<file path="config.mk">
export PLATFORM = sky130hd
export DESIGN_NAME = mux4_arbiter
export DESIGN_NICKNAME = d
export VERILOG_FILES = /design/src/rtl/mux4_arbiter.sv
export SDC_FILE = /design/constraint.sdc
export NUM_CORES = 1
export LEC_CHECK = 0
export BUFFER_PORTS_ARGS = -buffer_cell sky130_fd_sc_hd__buf_2
export CAP_MARGIN = 20
export CORE_MARGIN = 2
export CORE_UTILIZATION = 30
export CTS_BUF_LIST = sky130_fd_sc_hd__clkbuf_16
export DETAILED_ROUTE_END_ITERATION = 10
export GPL_TIMING_DRIVEN = 0
export PLACE_DENSITY = 0.48
export SLEW_MARGIN = 20
export SYNTH_ARGS = -nofsm -noshare
export SYNTH_HDL_FRONTEND = slang
export SYNTH_SLANG_ARGS = --single-unit
</file>
<file path="constraint.sdc">
create_clock -name clk -period 6.5 [get_ports clk]
set_clock_uncertainty 0.2 [all_clocks]
set_input_delay 0.65 -clock clk [delete_from_list [all_inputs] [get_ports clk]]
set_output_delay 0.65 -clock clk [all_outputs]
set_load 0.01 [all_outputs]
</file>
<file path="src/rtl/mux4_arbiter.sv">
// Two-requester round-robin arbiter with a registered 2:1 data select stage.
// Latency: one cycle from sampled REQ/I to GNT/S/Y/VALID; the hold limit caps a contended grant at MAX_HOLD cycles.
module mux4_arbiter #(
    parameter int WIDTH    = 4,
    parameter int MAX_HOLD = 8
) (
    input  logic             clk,
    input  logic             reset,
    input  logic             REQ0,
    input  logic             REQ1,
    input  logic [WIDTH-1:0] I0,
    input  logic [WIDTH-1:0] I1,
    output logic             GNT0,
    output logic             GNT1,
    output logic             S,
    output logic [WIDTH-1:0] Y,
    output logic             VALID
);

    localparam int HW = $clog2(MAX_HOLD + 1);
    localparam logic [HW-1:0] HOLD_MAX = HW'(MAX_HOLD);
    localparam logic [HW-1:0] HOLD_ONE = HW'(1);

    localparam logic [1:0] ST_IDLE   = 2'd0;
    localparam logic [1:0] ST_GRANT0 = 2'd1;
    localparam logic [1:0] ST_GRANT1 = 2'd2;

    logic [1:0]       state_q, state_d;
    logic             last_q, last_d;
    logic [HW-1:0]    hold_q, hold_d;
    logic             gnt0_q, gnt0_d;
    logic             gnt1_q, gnt1_d;
    logic             valid_q, valid_d;
    logic             s_q, s_d;
    logic [WIDTH-1:0] y_q, y_d;

    always_comb begin
        state_d = state_q;
        last_d  = last_q;
        hold_d  = hold_q;

        case (state_q)
            ST_IDLE: begin
                // On a tie the requester that did not own the bus last wins.
                if (REQ0 && REQ1)  state_d = last_q ? ST_GRANT0 : ST_GRANT1;
                else if (REQ0)     state_d = ST_GRANT0;
                else if (REQ1)     state_d = ST_GRANT1;
            end
            ST_GRANT0: begin
                if (REQ0) begin
                    if (REQ1 && (hold_q == HOLD_MAX)) state_d = ST_GRANT1;
                end else if (REQ1) begin
                    state_d = ST_GRANT1;
                end else begin
                    state_d = ST_IDLE;
                end
            end
            ST_GRANT1: begin
                if (REQ1) begin
                    if (REQ0 && (hold_q == HOLD_MAX)) state_d = ST_GRANT0;
                end else if (REQ0) begin
                    state_d = ST_GRANT0;
                end else begin
                    state_d = ST_IDLE;
                end
            end
            default: state_d = ST_IDLE;
        endcase

        if (state_d == ST_IDLE) begin
            hold_d = '0;
        end else if (state_d != state_q) begin
            hold_d = HOLD_ONE;
            last_d = (state_d == ST_GRANT1);
        end else if (hold_q != HOLD_MAX) begin
            hold_d = hold_q + HOLD_ONE;
        end

        gnt0_d  = (state_d == ST_GRANT0);
        gnt1_d  = (state_d == ST_GRANT1);
        valid_d = gnt0_d | gnt1_d;

        // Select is sticky through IDLE so the downstream mux does not toggle needlessly.
        s_d = gnt1_d ? 1'b1 : (gnt0_d ? 1'b0 : s_q);
        y_d = gnt0_d ? I0 : (gnt1_d ? I1 : '0);
    end

    always_ff @(posedge clk) begin
        if (reset) begin
            state_q <= ST_IDLE;
            last_q  <= 1'b1;
            hold_q  <= '0;
            gnt0_q  <= 1'b0;
            gnt1_q  <= 1'b0;
            valid_q <= 1'b0;
            s_q     <= 1'b0;
            y_q     <= '0;
        end else begin
            state_q <= state_d;
            last_q  <= last_d;
            hold_q  <= hold_d;
            gnt0_q  <= gnt0_d;
            gnt1_q  <= gnt1_d;
            valid_q <= valid_d;
            s_q     <= s_d;
            y_q     <= y_d;
        end
    end

    assign GNT0  = gnt0_q;
    assign GNT1  = gnt1_q;
    assign VALID = valid_q;
    assign S     = s_q;
    assign Y     = y_q;

endmodule

</file>
==> results.sh <==
export IMPL_status="complete, no violations"
export IMPL_cts_root_buf="clkbuf_16"
export IMPL_htree_levels=1
export IMPL_r2r_end="Y[0]$_SDFF_PP0_"
export IMPL_powerDensity_nw_per_um2=268
export IMPL_setup_viol=0
export IMPL_maxSlewHeadroom=0.719
export IMPL_ys_warn_count=0
export IMPL_placementRows=18
export IMPL_hp_start="S$_SDFFE_PP0P_"
export IMPL_cts_clk_slew_worst_paths_ns=0.05
export IMPL_synth_top_area_share=0.383
export IMPL_tightest_slew_ns=0.421
export IMPL_netlist_area_sq_um=785
export IMPL_hold_violations=0
export IMPL_syn_to_final_growth_pct=25.8
export IMPL_max_cap_viol_count=0
export IMPL_drt_iter0_markers=17
export IMPL_postRouteAntennaNets=0
export IMPL_ys_types=30
export IMPL_drv_slew=0
export IMPL_n_antenna_cell=0
export IMPL_fmax_ghz=0.404
export IMPL_timing_rr_start="hold_q[0]$_SDFFE_PP0P_"
export IMPL_tns_ns=0
export IMPL_start_util=0.317
export IMPL_rsz0062_at_grt="no"
export IMPL_critPathMaxFanout=8
export IMPL_async_flop_share=0
export IMPL_synth_seq_cells=15
export IMPL_yosysSeqAreaShare=0.383
export IMPL_crit_chain="inv_1 > ha_1 > and3b_1 > buf_4 > mux2_1 > nand4_1 > inv_1 > ha_1 > nor2b_1 > a22oi_1 > nor2_1"
export IMPL_required_ns=6.42
export IMPL_portBuffers=17
export IMPL_fp_dieW_um=55.1
export IMPL_die_y_um=55.1
export IMPL_rr_worst_depth=11
export IMPL_r2r_setup_slack_ns=4.03
export IMPL_finalCriticalPeriod_ns=2.47
export IMPL_finish_instance_area_sq_um=987
export IMPL_critPathBufInv=3
export IMPL_finalWirelength_mm=1.49
export IMPL_grt_pass1_wl_mm=2.42
export IMPL_post_place_ws_ns=3.96
export IMPL_dr_wl_met2_um=741
export IMPL_post_drt_wl_per_cell_um=10.7
export IMPL_clk_path_buf_depth=2
export IMPL_drive_above_1_share=0.257
export IMPL_drc=0
export IMPL_core_area_sq_um=2480
export IMPL_p_leak_nw=0.458
export IMPL_grt_max_degree=11
export IMPL_synth_area_leaders="dfxtp_1, ha_1, nor2_1, nand3_1, nor2b_1"
export IMPL_synth_edff_count=0
export IMPL_final_nets=127
export IMPL_slowest_delay_ns=0.37
export IMPL_period_share=0.381
export IMPL_grt_pass1_vias=562
export IMPL_gr_total_overflow=0
export IMPL_cts_tree="built"
export IMPL_vias=661
export IMPL_syn_inst=88
export IMPL_min_path_cells=2
export IMPL_ctsHoldBuffers=0
export IMPL_hp_class="flip-flop to flip-flop"
export IMPL_insertion_delay_ns=0.24
export IMPL_cp_arrival_ns=2.39
export IMPL_antenna_found_initial=0
export IMPL_fin_ws_ns=4.03
export IMPL_endpoint_kind="flip-flop"
export IMPL_dp_hpwl_mm=1.14
export IMPL_ir_worst_vdd_v=0.000206
export IMPL_dpl_cell_area_sq_um=907
export IMPL_cts_resized=0
export IMPL_synth_area_per_cell_sq_um=8.91
export IMPL_vias_per_cell=4.76
export IMPL_cts_buffers_inserted=3
export IMPL_wl_met1_um=678
export IMPL_cp_top_family="simple AND/OR/NAND/NOR gates"
export IMPL_synthesis_nets=105
export IMPL_cts_sinks=15
export IMPL_io_pins=20
export IMPL_cts_setup_buffers=0
export IMPL_gp_congestion=0.680
export IMPL_die_area_sq_um=3040
export IMPL_slowest_stage="dfxtp_1"
export IMPL_synth_top_area_cell="dfxtp_1"
export IMPL_gr_usage_all_layers=0.115
export IMPL_worst_hold_path_endpoint="S$_SDFFE_PP0P_"
export IMPL_highest_layer="met4"
export IMPL_drt_pass1_iterations=4
export IMPL_critPathLaunchType="flip-flop"
export IMPL_crit_type="flip-flop to flip-flop"
export IMPL_synth_top_flop_cell="dfxtp_1"
export IMPL_wl_met3_um=60
[cells in the final DEF, fill, tap and decap left out, types with 2 or more instances in the layout]
master and instances:
a22oi_1 3, mux2i_1 2, inv_1 4, nor4_1 2, nand2_1 6, buf_2 18
clkbuf_16 3, buf_4 3, nor2b_1 4, nand3b_1 2, nand3_1 5, ha_1 5
a21oi_1 4, nor2_1 15, dfxtp_1 15, xnor2_1 2
[cell type report]
type,instances,area [sq um]
Inverter,4,15.0
Buffer,6,42.5
Tap cell,30,37.5
Sequential cell,15,300
Timing Repair Buffer,17,85.1
Clock inverter,1,5.00
Clock buffer,3,75.1
Fill cell,254,1490
Multi-Input combinational cell,63,427
[sequential cells by signal, indices dropped and copies added (netlist names)]
| register | count |
|---|---|
| GNT0 | 1 |
| GNT1 | 1 |
| S | 1 |
| VALID | 1 |
| Y | 4 |
| hold_q | 4 |
| last_q | 1 |
| state_q | 2 |
[metal layers]
metal | global-route usage | vias up
met5 | 0 | -
met3 | 0.0484 | 2
met1 | 0.144 | 301
met2 | 0.173 | 8
met4 | 0.0488 | 0
li1 | - | 350
[tightest hold or removal path, delay by kind of cell (launching register included)]
kind             cells  cell delay (ns)
flip-flops           1             0.32
multiplexers         1             0.07
AND/OR/NAND/NOR      1             0.08
[report_power, final]
| group | switching, W | leakage (nW) | internal (W) |
|---|---|---|---|
| registers | 0.00000306 | 0.123 | 0.0000992 |
| clock network | 0.0000356 | 0.0409 | 0.0000820 |
| logic | 0.0000237 | 0.294 | 0.0000208 |
| total | 0.0000624 | 0.458 | 0.000202 |
[cell usage after synthesis (all sizes together) (2+ instances only)]
cell type   n
nand3b      2
buf         5
a21oi       4
nor2b       4
ha          5
xnor2       2
a22oi       3
mux2i       2
dfxtp      15
nor4        2
nor2       15
inv         4
nand3       5
nand2       6
[cells by family (layout without fill, tap and decap cells)]
| logic type | Yosys count | in the layout | share of synthesized area |
|---|---|---|---|
| AOI/OAI and AO/OA | 12 | 12 | 0.124 |
| xor gates and xnor gates | 3 | 3 | 0.0335 |
| adders and majority gates | 5 | 5 | 0.0797 |
| buffers and inverters | 10 | 31 | 0.0733 |
| DFF | 15 | 15 | 0.383 |
| muxes | 3 | 3 | 0.0399 |
| and+or+nand+nor | 40 | 40 | 0.266 |
[through the flow]
step / utilization / total power [W] / hold slack, ns / std cells
final: 0.398 / 0.000264 / 0.306 / 139
after global routing: 0.398 / 0.000280 / 0.341 / 139
after CTS: 0.398 / 0.000269 / 0.314 / 139
after detailed placement: 0.366 / 0.000149 / 0.288 / 135
after global placement: 0.366 / 0.000149 / 0.273 / 135
after floorplan: - / 0.000136 / 0.277 / 88
[worst max-delay path by stage]
stage          depth (start not counted)                   start                  end
6_report                              11  hold_q[0]$_SDFFE_PP0P_      Y[0]$_SDFF_PP0_
5_1_grt                                9  hold_q[0]$_SDFFE_PP0P_  last_q$_SDFFE_PP1P_
4_1_cts                                9  hold_q[0]$_SDFFE_PP0P_  last_q$_SDFFE_PP1P_
3_5_place_dp                           9                    REQ1      Y[0]$_SDFF_PP0_
3_3_place_gp                           9                    REQ1      Y[3]$_SDFF_PP0_
2_1_floorplan                          9                    REQ1      Y[0]$_SDFF_PP0_
Power figures use the tool's default switching activity.
